### src/rtl/sketch_pkg.sv
// Shared definitions for the sketch counter update block:
// FSM encoding, default parameters and a saturating helper.
package sketch_pkg;

    localparam int unsigned ADDR_WIDTH_D = 19;
    localparam int unsigned ROW_BITS_D   = 2;
    localparam int unsigned CNT_WIDTH_D  = 32;
    localparam int unsigned FIFO_DEPTH_D = 8;

    typedef enum logic [2:0] {
        S_IDLE    = 3'd0,
        S_RD_REQ  = 3'd1,
        S_RD_WAIT = 3'd2,
        S_WR_REQ  = 3'd3,
        S_CLEAR   = 3'd4
    } state_t;

    // 16-bit add of a small increment that sticks at all-ones.
    function automatic logic [15:0] sat_add16(
        input logic [15:0] a,
        input logic [1:0]  inc
    );
        logic [16:0] s;
        s = {1'b0, a} + 17'(inc);
        return s[16] ? 16'hFFFF : s[15:0];
    endfunction

endpackage

### src/rtl/sketch_counter_update_if.sv
// SRAM request/response bus between the sketch updater
// (master) and the memory controller (slave).
interface sketch_counter_update_if #(
    parameter int ADDR_WIDTH = 19,
    parameter int CNT_WIDTH  = 32
);
    logic                  sram_rd_req;
    logic                  sram_wr_req;
    logic [ADDR_WIDTH-1:0] sram_addr;
    logic [CNT_WIDTH-1:0]  sram_wr_data;
    logic                  sram_ready;
    logic [CNT_WIDTH-1:0]  sram_rd_data;
    logic                  sram_rd_valid;

    modport master (
        output sram_rd_req, sram_wr_req, sram_addr, sram_wr_data,
        input  sram_ready, sram_rd_data, sram_rd_valid
    );

    modport slave (
        input  sram_rd_req, sram_wr_req, sram_addr, sram_wr_data,
        output sram_ready, sram_rd_data, sram_rd_valid
    );
endinterface

### src/rtl/sketch_pair_fifo.sv
// Small synchronous FIFO used to pair hash and byte strobes;
// pushes into a full FIFO are discarded and flagged on o_drop.
module sketch_pair_fifo #(
    parameter  int WIDTH = 8,
    parameter  int DEPTH = 8,
    localparam int AW    = $clog2(DEPTH)
) (
    input  logic             clk,
    input  logic             rst,
    input  logic             i_push,
    input  logic [WIDTH-1:0] i_data,
    input  logic             i_pop,
    output logic [WIDTH-1:0] o_data,
    output logic             o_empty,
    output logic [AW:0]      o_count,
    output logic             o_drop
);
    logic [WIDTH-1:0] r_mem [DEPTH];
    logic [AW-1:0]    r_wp;
    logic [AW-1:0]    r_rp;
    logic [AW:0]      r_cnt;
    logic             w_full;
    logic             w_wr;
    logic             w_rd;

    assign w_full  = (r_cnt == (AW+1)'(DEPTH));
    assign o_empty = (r_cnt == '0);
    assign w_wr    = i_push && !w_full;
    assign w_rd    = i_pop && !o_empty;
    assign o_drop  = i_push && w_full;
    assign o_data  = r_mem[r_rp];
    assign o_count = r_cnt;

    // Storage array; contents need no reset.
    always_ff @(posedge clk) begin
        if (w_wr) r_mem[r_wp] <= i_data;
    end

    // Pointer and occupancy tracking.
    always_ff @(posedge clk or posedge rst) begin
        if (rst) begin
            r_wp  <= '0;
            r_rp  <= '0;
            r_cnt <= '0;
        end else begin
            if (w_wr) r_wp <= r_wp + 1'b1;
            if (w_rd) r_rp <= r_rp + 1'b1;
            r_cnt <= r_cnt + (AW+1)'(w_wr) - (AW+1)'(w_rd);
        end
    end
endmodule

### src/rtl/sketch_counter_update.sv
// Count-min sketch updater: pairs hash and length strobes,
// read-modify-writes one SRAM counter, and can zero the sketch.
module sketch_counter_update
    import sketch_pkg::*;
#(
    parameter int ADDR_WIDTH = ADDR_WIDTH_D,
    parameter int ROW_BITS   = ROW_BITS_D,
    parameter int CNT_WIDTH  = CNT_WIDTH_D,
    parameter int FIFO_DEPTH = FIFO_DEPTH_D
) (
    input  logic        memclk,
    input  logic        reset,
    input  logic [31:0] hash_data,
    input  logic        hash_valid,
    input  logic [15:0] sram_id,
    input  logic [15:0] packet_byte,
    input  logic        packet_byte_valid,
    input  logic        clear_req,
    output logic        clear_done,
    sketch_counter_update_if.master sram,
    output logic        busy,
    output logic [15:0] drop_count
);
    localparam int HW  = ROW_BITS + 32;
    localparam int FAW = $clog2(FIFO_DEPTH);
    localparam int LW  = ADDR_WIDTH - ROW_BITS;

    state_t                r_state;
    state_t                w_state_nxt;
    logic [ADDR_WIDTH-1:0] r_addr;
    logic [15:0]           r_byte;
    logic [CNT_WIDTH-1:0]  r_sum;
    logic [ADDR_WIDTH-1:0] r_clr_addr;
    logic                  r_clr_pend;
    logic                  r_clear_done;
    logic [15:0]           r_drop;

    logic [HW-1:0]         w_h_data;
    logic [15:0]           w_b_data;
    logic                  w_h_empty;
    logic                  w_b_empty;
    logic [FAW:0]          w_h_cnt;
    logic [FAW:0]          w_b_cnt;
    logic                  w_h_drop;
    logic                  w_b_drop;
    logic                  w_pop;
    logic                  w_clr_go;
    logic                  w_clr_last;
    logic [CNT_WIDTH:0]    w_sum_ext;
    logic [CNT_WIDTH-1:0]  w_sum;
    logic [ADDR_WIDTH-1:0] w_pair_addr;
    logic                  w_unused;

    sketch_pair_fifo #(.WIDTH(HW), .DEPTH(FIFO_DEPTH)) u_hash_fifo (
        .clk     (memclk),
        .rst     (reset),
        .i_push  (hash_valid),
        .i_data  ({sram_id[ROW_BITS-1:0], hash_data}),
        .i_pop   (w_pop),
        .o_data  (w_h_data),
        .o_empty (w_h_empty),
        .o_count (w_h_cnt),
        .o_drop  (w_h_drop)
    );

    sketch_pair_fifo #(.WIDTH(16), .DEPTH(FIFO_DEPTH)) u_byte_fifo (
        .clk     (memclk),
        .rst     (reset),
        .i_push  (packet_byte_valid),
        .i_data  (packet_byte),
        .i_pop   (w_pop),
        .o_data  (w_b_data),
        .o_empty (w_b_empty),
        .o_count (w_b_cnt),
        .o_drop  (w_b_drop)
    );

    // Upper id and hash bits do not take part in addressing.
    assign w_unused = ^{sram_id, w_h_data};

    assign w_pair_addr = {w_h_data[HW-1 -: ROW_BITS], w_h_data[LW-1:0]};
    assign w_clr_last  = (r_clr_addr == '1);
    assign w_sum_ext   = {1'b0, sram.sram_rd_data}
                       + (CNT_WIDTH+1)'(r_byte);
    assign w_sum       = w_sum_ext[CNT_WIDTH] ? '1
                       : w_sum_ext[CNT_WIDTH-1:0];

    // State register.
    always_ff @(posedge memclk or posedge reset) begin
        if (reset) r_state <= S_IDLE;
        else       r_state <= w_state_nxt;
    end

    // Next state; a pending clear wins over a new update.
    always_comb begin
        w_state_nxt = r_state;
        w_pop       = 1'b0;
        w_clr_go    = 1'b0;
        unique case (r_state)
            S_IDLE: begin
                if (clear_req || r_clr_pend) begin
                    w_state_nxt = S_CLEAR;
                    w_clr_go    = 1'b1;
                end else if (!w_h_empty && !w_b_empty) begin
                    w_state_nxt = S_RD_REQ;
                    w_pop       = 1'b1;
                end
            end
            S_RD_REQ:
                if (sram.sram_ready) w_state_nxt = S_RD_WAIT;
            S_RD_WAIT:
                if (sram.sram_rd_valid) w_state_nxt = S_WR_REQ;
            S_WR_REQ:
                if (sram.sram_ready) w_state_nxt = S_IDLE;
            S_CLEAR:
                if (sram.sram_ready && w_clr_last) w_state_nxt = S_IDLE;
            default: w_state_nxt = S_IDLE;
        endcase
    end

    // Request outputs decode straight from state so reset idles them.
    assign sram.sram_rd_req  = (r_state == S_RD_REQ);
    assign sram.sram_wr_req  = (r_state == S_WR_REQ)
                            || (r_state == S_CLEAR);
    assign sram.sram_addr    = (r_state == S_CLEAR) ? r_clr_addr
                             : ((r_state == S_RD_REQ)
                             || (r_state == S_RD_WAIT)
                             || (r_state == S_WR_REQ)) ? r_addr : '0;
    assign sram.sram_wr_data = (r_state == S_WR_REQ) ? r_sum : '0;

    assign busy       = (r_state != S_IDLE)
                     || (w_h_cnt != '0) || (w_b_cnt != '0);
    assign clear_done = r_clear_done;
    assign drop_count = r_drop;

    // Update datapath, clear sweep, pending clear and drop counter.
    always_ff @(posedge memclk or posedge reset) begin
        if (reset) begin
            r_addr       <= '0;
            r_byte       <= '0;
            r_sum        <= '0;
            r_clr_addr   <= '0;
            r_clr_pend   <= 1'b0;
            r_clear_done <= 1'b0;
            r_drop       <= '0;
        end else begin
            if (w_pop) begin
                r_addr <= w_pair_addr;
                r_byte <= w_b_data;
            end
            if (r_state == S_RD_WAIT && sram.sram_rd_valid)
                r_sum <= w_sum;
            if (w_clr_go)
                r_clr_addr <= '0;
            else if (r_state == S_CLEAR && sram.sram_ready)
                r_clr_addr <= r_clr_addr + 1'b1;
            r_clr_pend   <= (r_clr_pend || clear_req) && !w_clr_go;
            r_clear_done <= (r_state == S_CLEAR) && sram.sram_ready
                         && w_clr_last;
            r_drop       <= sat_add16(r_drop,
                            {w_h_drop & w_b_drop, w_h_drop ^ w_b_drop});
        end
    end
endmodule
### src/flat_wrapper.sv
// flat-port wrapper written by rule: the top's interface ports become plain ports
module sketch_counter_update_flat import sketch_pkg::*;
#(
    parameter int ADDR_WIDTH = ADDR_WIDTH_D,
    parameter int ROW_BITS   = ROW_BITS_D,
    parameter int CNT_WIDTH  = CNT_WIDTH_D,
    parameter int FIFO_DEPTH = FIFO_DEPTH_D
)
  (memclk, reset, hash_data, hash_valid, sram_id, packet_byte, packet_byte_valid, clear_req, clear_done, busy, drop_count, sram_sram_rd_req, sram_sram_wr_req, sram_sram_addr, sram_sram_wr_data, sram_sram_ready, sram_sram_rd_data, sram_sram_rd_valid);
  sketch_counter_update_if #(.ADDR_WIDTH(ADDR_WIDTH), .CNT_WIDTH(CNT_WIDTH)) sram_i ();
  input  logic memclk;
  input  logic reset;
  input  logic [31:0] hash_data;
  input  logic hash_valid;
  input  logic [15:0] sram_id;
  input  logic [15:0] packet_byte;
  input  logic packet_byte_valid;
  input  logic clear_req;
  output logic clear_done;
  output logic busy;
  output logic [15:0] drop_count;
  output wire logic [$bits(sram_i.sram_rd_req)-1:0] sram_sram_rd_req;
  output wire logic [$bits(sram_i.sram_wr_req)-1:0] sram_sram_wr_req;
  output wire logic [$bits(sram_i.sram_addr)-1:0] sram_sram_addr;
  output wire logic [$bits(sram_i.sram_wr_data)-1:0] sram_sram_wr_data;
  input wire logic [$bits(sram_i.sram_ready)-1:0] sram_sram_ready;
  input wire logic [$bits(sram_i.sram_rd_data)-1:0] sram_sram_rd_data;
  input wire logic [$bits(sram_i.sram_rd_valid)-1:0] sram_sram_rd_valid;
  assign sram_sram_rd_req = sram_i.sram_rd_req;
  assign sram_sram_wr_req = sram_i.sram_wr_req;
  assign sram_sram_addr = sram_i.sram_addr;
  assign sram_sram_wr_data = sram_i.sram_wr_data;
  assign sram_i.sram_ready = sram_sram_ready;
  assign sram_i.sram_rd_data = sram_sram_rd_data;
  assign sram_i.sram_rd_valid = sram_sram_rd_valid;
  sketch_counter_update #(.ADDR_WIDTH(ADDR_WIDTH), .ROW_BITS(ROW_BITS), .CNT_WIDTH(CNT_WIDTH), .FIFO_DEPTH(FIFO_DEPTH)) u_core (.memclk(memclk), .reset(reset), .hash_data(hash_data), .hash_valid(hash_valid), .sram_id(sram_id), .packet_byte(packet_byte), .packet_byte_valid(packet_byte_valid), .clear_req(clear_req), .clear_done(clear_done), .sram(sram_i), .busy(busy), .drop_count(drop_count));
endmodule
### config.mk
export PLATFORM = sky130hd
export DESIGN_NAME = sketch_counter_update_flat
export DESIGN_NICKNAME = d
export VERILOG_FILES = /design/src/rtl/sketch_pkg.sv /design/src/rtl/sketch_counter_update_if.sv /design/src/rtl/sketch_pair_fifo.sv /design/src/rtl/sketch_counter_update.sv /design/src/flat_wrapper.sv
export SDC_FILE = /design/constraint.sdc
export NUM_CORES = 1
export LEC_CHECK = 0
export ABC_AREA = 1
export CAP_MARGIN = 20
export CORE_ASPECT_RATIO = 1.5
export CORE_MARGIN = 1.5
export CORE_UTILIZATION = 50
export CTS_CLUSTER_SIZE = 10
export DETAILED_ROUTE_END_ITERATION = 16
export HOLD_SLACK_MARGIN = 0.15
export PLACE_DENSITY = 0.76
export SLEW_MARGIN = 20
export SYNTH_ARGS = -nofsm -noshare
export SYNTH_HDL_FRONTEND = slang
export SYNTH_SLANG_ARGS = --single-unit
### constraint.sdc
create_clock -name memclk -period 9.99 [get_ports memclk]
set_input_delay 1.4985 -clock memclk [delete_from_list [all_inputs] [get_ports memclk]]
set_output_delay 1.4985 -clock memclk [all_outputs]
set_load 0.005 [all_outputs]
==> results of run 1 <==
cell type report:
cell class | count | area (um2)
Inverter | 284 | 1071
Tap cell | 489 | 611.8
Clock buffer | 78 | 1303
Clock inverter | 5 | 102.6
Timing Repair Buffer | 168 | 1662
Fill cell | 2969 | 15140
Sequential cell | 407 | 11590
Multi-Input combinational cell | 1056 | 5966
state kept, by name (all words and copies together), names as in the netlist, 3 cells and up:
| name | cells |
|---|---|
| u_core.u_hash_fifo.r_mem | 152 |
| u_core.u_byte_fifo.r_mem | 128 |
| u_core.r_sum | 32 |
| u_core.r_addr | 19 |
| u_core.r_clr_addr | 19 |
| u_core.drop_count | 16 |
| u_core.r_byte | 16 |
| u_core.u_byte_fifo.o_count | 4 |
| u_core.u_hash_fifo.o_count | 4 |
| u_core.r_state | 3 |
| u_core.u_byte_fifo.r_rp | 3 |
| u_core.u_byte_fifo.r_wp | 3 |
| u_core.u_hash_fifo.r_rp | 3 |
| u_core.u_hash_fifo.r_wp | 3 |
how the worst min path moves through the flow:
stage / to / slack [ps]
2_1_floorplan: u_core.r_clr_addr[7] / 480
3_3_place_gp: u_core.r_sum[20] / 490
3_5_place_dp: u_core.u_byte_fifo.o_count[0] / 500
4_1_cts: u_core.u_byte_fifo.o_count[0] / 510
5_1_grt: u_core.u_byte_fifo.o_count[0] / 520
6_report: u_core.u_byte_fifo.o_count[0] / 500
cell usage in the layout (no fill, tap or decap), types with 12 or more instances in the layout:
master,n
sky130_fd_sc_hd__xor2_1,14
sky130_fd_sc_hd__edfxtp_1,280
sky130_fd_sc_hd__o21ai_0,147
sky130_fd_sc_hd__inv_1,276
sky130_fd_sc_hd__clkdlybuf4s50_1,144
sky130_fd_sc_hd__ha_1,36
sky130_fd_sc_hd__nor3_1,23
sky130_fd_sc_hd__o211ai_1,56
sky130_fd_sc_hd__dfrtp_1,125
sky130_fd_sc_hd__mux2i_1,70
sky130_fd_sc_hd__clkbuf_1,30
sky130_fd_sc_hd__a22oi_1,12
sky130_fd_sc_hd__nand2_1,263
sky130_fd_sc_hd__a21oi_1,98
sky130_fd_sc_hd__xnor2_1,17
sky130_fd_sc_hd__clkbuf_16,47
sky130_fd_sc_hd__o22ai_1,20
sky130_fd_sc_hd__nor2_1,145
sky130_fd_sc_hd__buf_4,22
sky130_fd_sc_hd__nand3_1,81
per-stage QoR:
stage,cells,power [mW],util,area (um2),worst slack (ps)
final,2487,5.776,0.5958,22310,5559
after global routing,2487,6.129,0.5958,22310,5437
after CTS,2486,5.801,0.5950,22280,5593
after detailed placement,2403,4.240,0.5575,20880,5412
after global placement,2402,4.145,0.5568,20850,5434
after floorplan,1809,3.658,-,18890,5107
cells by family after synthesis:
group           synth area share
flops                     0.6134
compound gates            0.1043
xor+xnor                 0.01437
mux                      0.03888
fa+ha+maj                0.02809
buf+inv                  0.07187
simple gates              0.1291
power groups by stage:
stage / sequential, mW / combinational [mW] / clock, mW
2_1_floorplan: 2.32 / 1.34 / 0
3_3_place_gp: 2.44 / 1.70 / 0
3_5_place_dp: 2.47 / 1.77 / 0
4_1_cts: 2.44 / 1.79 / 1.58
5_1_grt: 2.43 / 2.05 / 1.65
6_report: 2.40 / 1.83 / 1.55
metal layers:
| metal | track usage | vias up | wire length (um) |
|---|---|---|---|
| met5 | 0 | - | 11 |
| met4 | 0.1140 | 2 | 1841 |
| met3 | 0.03678 | 126 | 2714 |
| met2 | 0.4192 | 480 | 22720 |
| met1 | 0.2578 | 6436 | 16300 |
| li1 | - | 6429 | - |
critical path, cell delays in order (launching register included):
cell and delay [ps]:
sky130_fd_sc_hd__dfrtp_1 420, sky130_fd_sc_hd__inv_1 120, sky130_fd_sc_hd__nand2_2 140, sky130_fd_sc_hd__nor2_8 180, sky130_fd_sc_hd__clkinv_1 440, sky130_fd_sc_hd__o22ai_1 470, sky130_fd_sc_hd__clkdlybuf4s50_1 580
==> results summary, run 1 <==
For the worst-skew pair, the clock arrives at the later sink with an insertion delay of 590 ps. For this block, the routed nets add up to 43,590 um of wire. The share of total power dissipated in sequential elements is 0.415.

The worst-case register-to-register setup slack came out at 6750 ps. The number of nets in the synthesized netlist came out at 1,952. The final-layout worst hold slack is 502.0 ps.

The top-area cell type share of the netlist area is 0.4451. The worst register-to-register path ends at u_core.u_hash_fifo.o_count[1]. The antenna diode count came out at 0. By count the netlist is led by 280 x sky130_fd_sc_hd__edfxtp_1, 277 x sky130_fd_sc_hd__inv_1, 263 x sky130_fd_sc_hd__nand2_1.

The maximum resistive drop on vdd is 0.1779 mV. The cell type contributing the most total cell area after synthesis is sky130_fd_sc_hd__edfxtp_1. The max-cap violation count is 0. In the final layout, the share of cells above drive strength 1 is 0.06256. The total clock buffers created by CTS is 47. The flow ran to the end, and the final reports show no timing, DRC or antenna violations.

The power density of the placed cells is 258.9 mW/mm2. Across every metal layer, demand over resource in global routing totals 0.2290. The average wire length per cell after detail routing came out at 17.53 um. In this run the power spent charging and discharging nets is 2.016 mW.

The data required time of the critical path came out at 8490 ps. The total core area came out at 0.03745 mm2. The leftover overflow at the end of global routing came out at 0. The detailed placement HPWL is 28,960 um. The number of nets in the layout came out at 2,107. The initial cell density of the core is 0.5044. The maximum operating frequency came out at 225.7 MHz. Sorting the synthesized cells by area gives the leading types as sky130_fd_sc_hd__edfxtp_1 45%, sky130_fd_sc_hd__dfrtp_1 17%, sky130_fd_sc_hd__inv_1 5.5%, sky130_fd_sc_hd__nand2_1 5.2%, sky130_fd_sc_hd__o21ai_0 3.9%.

For the final routed database, the setup TNS stands at 0 ps. The buffer cell driving the clock tree root is sky130_fd_sc_hd__clkbuf_16. The number of antenna violations at the first check in global routing is 2. The actual slew at the worst max-slew pin is 1032 ps. The distinct cell type count after synthesis is 44. TritonCTS built the clock tree. The path depth of the worst reg2reg path is 9. The max-slew headroom at the worst pin is 0.3120.

The synthesized netlist occupies a cell area of 0.01889 mm2. By startpoint and endpoint, the worst setup path is classified as flip-flop to output pin. The maximum level of the CTS H-tree came out at 2. The number of max-slew violations in the final report came out at 0.

The floorplan step defined a die boundary enclosing 0.03898 mm2. The number of resized instances in the post-cts repair step is 0. Subtracting the final worst setup slack from the clock period gives 4431 ps. The clock edge transition at the registers on the reported setup and hold paths is 60 ps. In this run the deepest clock path goes through 3 buffers.

The largest fanout on the critical path came out at 17. The combinational power share came out at 0.317. The number of failing setup endpoints in the final timing report came out at 0. Counting instances, the worst hold path has a depth of 1. The via density per instance came out at 5.417. The cell count after synthesis came out at 1,809. Clock skew on the completed layout was measured at 50.56 ps. The count of nets left with antenna violations once routing finished came out at 0. From left edge to right edge, the die measures 161.7 um. STA classifies the critical path endpoint as an output pin. The post-synthesis area per instance is 10.44 um2. Following the worst setup path forward leads to its endpoint at sram_sram_addr[15].

The placer's final routability congestion estimate came out at 0.9510. The final clock period utilization by the worst path is 0.4435. The critical path launch point type is a flip-flop. The count of buffers added by post-CTS timing repair for setup came out at 0. The clock group share of total power is 0.268.

The detailed-route via count came out at 13,470. The worst register-to-register path begins at u_core.u_byte_fifo.o_count[2]. For this design the top-level I/O count stands at 174. The fraction of power spent switching nets is 0.3491. The analysis attributes to cell leakage a power of 9.260 nW.

The sequential area share after synthesis is 0.6134. The number of global-route vias before repair came out at 13,390. The first-pass iteration count of the detailed router is 6.

The worst hold path belongs to the class flip-flop to flip-flop. The wire length of the first global-routing pass came out at 69,320 um. The detailed router's first-iteration violation count came out at 1,142.

In the routed design, unresolved DRC markers number 0. The number of hold-repair buffers added at the cts stage came out at 0. The count of flip-flops with a built-in enable after synthesis is 280. The clock sink count came out at 407. The height of the die came out at 241.1 um. After floorplanning, the core was divided into 87 placement rows.

In this run the most critical hold path is launched from u_core.u_byte_fifo.o_count[0]. The maximum number of pins on one net before global-route repair is 96. The internal portion of total power is 3.760 mW.

The final hold violation count came out at 0. The post-synthesis sequential element count came out at 407. In this run the worst setup path begins at u_core.r_state[1]. The post-synthesis async set-or-reset flop share is 0.3120. Setup repair after global routing left no endpoint under its margin.

Compared with the post-synthesis result, the final layout area differs by 18.10%. The port buffer count is 144. The synthesis warning total came out at 0. Among all cell types in the netlist, the one instantiated most often is sky130_fd_sc_hd__edfxtp_1. The arrival time reported for the critical path endpoint is 2930 ps. The dominant register cell in the synthesized netlist is sky130_fd_sc_hd__edfxtp_1.
Power figures use the tool's default switching activity.
==> run 2: changes to the inputs <==
--- a/config.mk
+++ b/config.mk
@@ -13,7 +13,7 @@
 export CTS_CLUSTER_SIZE = 10
 export DETAILED_ROUTE_END_ITERATION = 16
 export HOLD_SLACK_MARGIN = 0.15
-export PLACE_DENSITY = 0.76
+export PLACE_DENSITY = 0.79
 export SLEW_MARGIN = 20
 export SYNTH_ARGS = -nofsm -noshare
 export SYNTH_HDL_FRONTEND = slang
==> constraint.sdc (replaced) <==
create_clock -name memclk -period 4 [get_ports memclk]
set_input_delay 0.6 -clock memclk [delete_from_list [all_inputs] [get_ports memclk]]
set_output_delay 0.6 -clock memclk [all_outputs]
set_load 0.005 [all_outputs]
==> results summary, run 2 (synthesis results as in run 1) <==
The area enclosed by the die boundary came out at 0.03898 mm2. For the final routed database, the setup TNS stands at 0 ps. After global routing the overflow that remains totals 0. The worst clock skew came out at 42.67 ps. Along the worst path, the maximum fanout reaches 17.

The worst register-to-register path ends at u_core.u_hash_fifo.o_count[1]. In the final layout, the registers with the most flip-flops are u_core.u_hash_fifo.r_mem (152), u_core.u_byte_fifo.r_mem (128), u_core.r_sum (32). The maximum resistive drop on vdd is 0.6120 mV.

The final hold violation count is 0. For the worst setup path, the data required time is 3400 ps. Post-CTS repair changed the size of 0 cells. The filler cells instantiated in the layout total 2,957.

Using the TritonRoute via totals, the vias-per-cell ratio works out to 5.457. In this run the remaining antenna-violating nets after routing total 0. The worst setup path is launched from a flip-flop. The number of hold-repair buffers added at the cts stage came out at 0. The detailed router's first-iteration violation count is 1,240. For this design, the slowest cell found on the critical path is sky130_fd_sc_hd__clkdlybuf4s50_1.

The most common cell after layout, fill and taps aside is sky130_fd_sc_hd__edfxtp_1. For the finished layout, the period the worst path requires is 3557 ps. The number of design rule violations left after detail routing came out at 0. The average wire length per cell after detail routing came out at 17.77 um. The port buffer count came out at 144. Setup repair after global routing left no endpoint under its margin. The post-detailed-placement cell area came out at 0.02091 mm2. The logic depth of the worst setup path including buffers is 6.

The critical path starts at u_core.r_state[0]. The library cells used most frequently in the layout, excluding fill and tap cells, are 280 x sky130_fd_sc_hd__edfxtp_1, 276 x sky130_fd_sc_hd__inv_1, 263 x sky130_fd_sc_hd__nand2_1, 147 x sky130_fd_sc_hd__o21ai_0, 145 x sky130_fd_sc_hd__nor2_1. The number of max-slew violations in the final report came out at 0. Summing all non-filler instances in the final layout gives an area of 0.02231 mm2. More flip-flops sit in one register than any other, and that register is u_core.u_hash_fifo.r_mem.

The standby leakage power came out at 9.260 nW. The maximum level of the CTS H-tree came out at 2. After the last flow step, the layout net total stands at 2,111. Setup slack closes at 443.5 ps. The capture point of the critical path is sram_sram_addr[11]. The max-cap violation count is 0. In this run the worst hold path is classified as flip-flop to flip-flop. At the pin with the least slew margin, the transition time is 866.5 ps. The final clock period utilization by the worst path came out at 0.8891.

The die is 161.7 um wide. The number of antenna violations at the first check in global routing is 1. The area used by multi-input combinational logic came out at 0.005966 mm2. The number of global-route vias before repair is 13,580. The first detailed-routing pass ran for 6 iterations. The insertion delay to the later sink of the worst-skew pair came out at 580 ps. The number of standard-cell rows in the floorplan is 87. The maximum number of pins on one net before global-route repair came out at 75. The overall global routing resource usage is 0.2305.

The area growth from synthesis to layout is 18.08%. The number of flip-flops under the largest register name came out at 152. Among cell families on the critical path, the largest total delay comes from buffers and inverters. The kind of end point of the critical path is an output pin. The initial cell density of the core is 0.5044. The routing usage on met1 is 0.2559.

The fraction of layout cells with a size suffix above 1 is 0.06340. The count of buffers added by post-CTS timing repair for setup came out at 0. The run finished with clean final reports. In this run the deepest clock path goes through 3 buffers. The CTS tree is built. The final-layout worst hold slack is 511.5 ps.

The signal on the critical path passes through inv_1 -> nand2_2 -> nor2_8 -> clkinv_1 -> o22ai_1 -> clkdlybuf4s50_1. Derived from the worst setup path, the maximum achievable clock frequency is 281.2 MHz. The combined flip-flop and latch cell area is 0.01159 mm2.

The worst-case register-to-register setup slack came out at 1130 ps. The number of primary I/O pins is 174. The total design power came out at 14.40 mW.

The wire length reported by the detailed router is 44,310 um. After global routing, the most crowded layer is met2. The placer's final routability congestion estimate came out at 0.9185. The power density of the placed cells is 645.7 mW/mm2. At the placement stage, the worst setup path has a slack of 756.7 ps. The number of buffer and inverter stages on the critical path came out at 3.

Detailed placement ended at an HPWL of 29,410 um. The height of the die is 241.1 um. The start of the worst register-to-register path is u_core.u_byte_fifo.o_count[2]. The clock drives 407 sinks.

For met3 alone, demand over resource in global routing was 0.04004. The number of failing setup endpoints in the final timing report is 0. The detailed-route via count came out at 13,600.

The arrival time reported for the critical path endpoint is 2960 ps. After floorplanning, the core was sized to cover 0.03745 mm2. The met2 track utilization from global routing is 0.4167. CTS placed an instance of sky130_fd_sc_hd__clkbuf_16 at the clock tree root. The clock edge transition at the registers on the reported setup and hold paths came out at 60 ps. The path depth of the worst reg2reg path came out at 9.

The maximum cell stage delay along the critical path is 580 ps. The max-slew headroom at the worst pin is 0.4217. The first global-routing pass estimated 69,480 um of wire.

The total clock buffers created by CTS came out at 46. The critical path in this run is classified as flip-flop to output pin.
[run 2: changes by cell type in the layout (fill, tap and decap cells not counted)]
cell / before / now
sky130_fd_sc_hd__buf_12: 0 / 1
sky130_fd_sc_hd__buf_16: 2 / 1
sky130_fd_sc_hd__buf_4: 22 / 27
sky130_fd_sc_hd__clkbuf_1: 30 / 33
sky130_fd_sc_hd__clkbuf_16: 47 / 46
sky130_fd_sc_hd__clkbuf_8: 1 / 0
sky130_fd_sc_hd__diode_2: 0 / 1
sky130_fd_sc_hd__inv_6: 2 / 1
[run 2: final cells by class]
class,instances,area share
tap,489,0.02743
timing repair buffer,173,0.07584
clock inverter,4,0.004207
multi-input combinational,1056,0.2675
sequential,407,0.5198
antenna,1,0.0001122
clock buffer,79,0.05716
inverter,284,0.04802
[run 2: layer usage]
layer / part of all wire / up-vias
met5: 0 / -
met4: 0.054 / 0
met3: 0.067 / 132
met2: 0.51 / 540
met1: 0.37 / 6485
li1: - / 6447
[run 2: worst min path at each step]
stage          depth (start not counted)  slack, ps                       endpoint                           from
4_1_cts                                2        510               u_core.r_sum[23]               u_core.r_sum[23]
2_1_floorplan                          1        480           u_core.r_clr_addr[7]           u_core.r_clr_addr[7]
5_1_grt                                1        530  u_core.u_hash_fifo.o_count[0]  u_core.u_hash_fifo.o_count[0]
6_report                               2        510               u_core.r_sum[23]               u_core.r_sum[23]
3_5_place_dp                           2        500               u_core.r_sum[23]               u_core.r_sum[23]
3_3_place_gp                           2        490               u_core.r_sum[22]               u_core.r_sum[22]
[run 2: metrics by stage]
| step | instances | util |
|---|---|---|
| floorplan | 1809 | - |
| global placement | 2408 | 0.5583 |
| detailed placement | 2408 | 0.5583 |
| CTS | 2491 | 0.5949 |
| global route | 2493 | 0.5957 |
| finish | 2493 | 0.5957 |
[run 2: power by group]
group          switching, mW  internal, mW  leakage (nW)  total (mW)
Sequential             0.498          5.47          4.10        5.96
Combinational           2.95          1.69          4.52        4.64
Clock                   1.62          2.18         0.642        3.79
[run 2: worst register-to-register path, delay by kind of cell, from the launching register on]
kind / cells / cell delay [ps]
fa+ha+maj: 4 / 1120
buf+inv: 2 / 130
flops: 1 / 320
simple gates: 3 / 1170
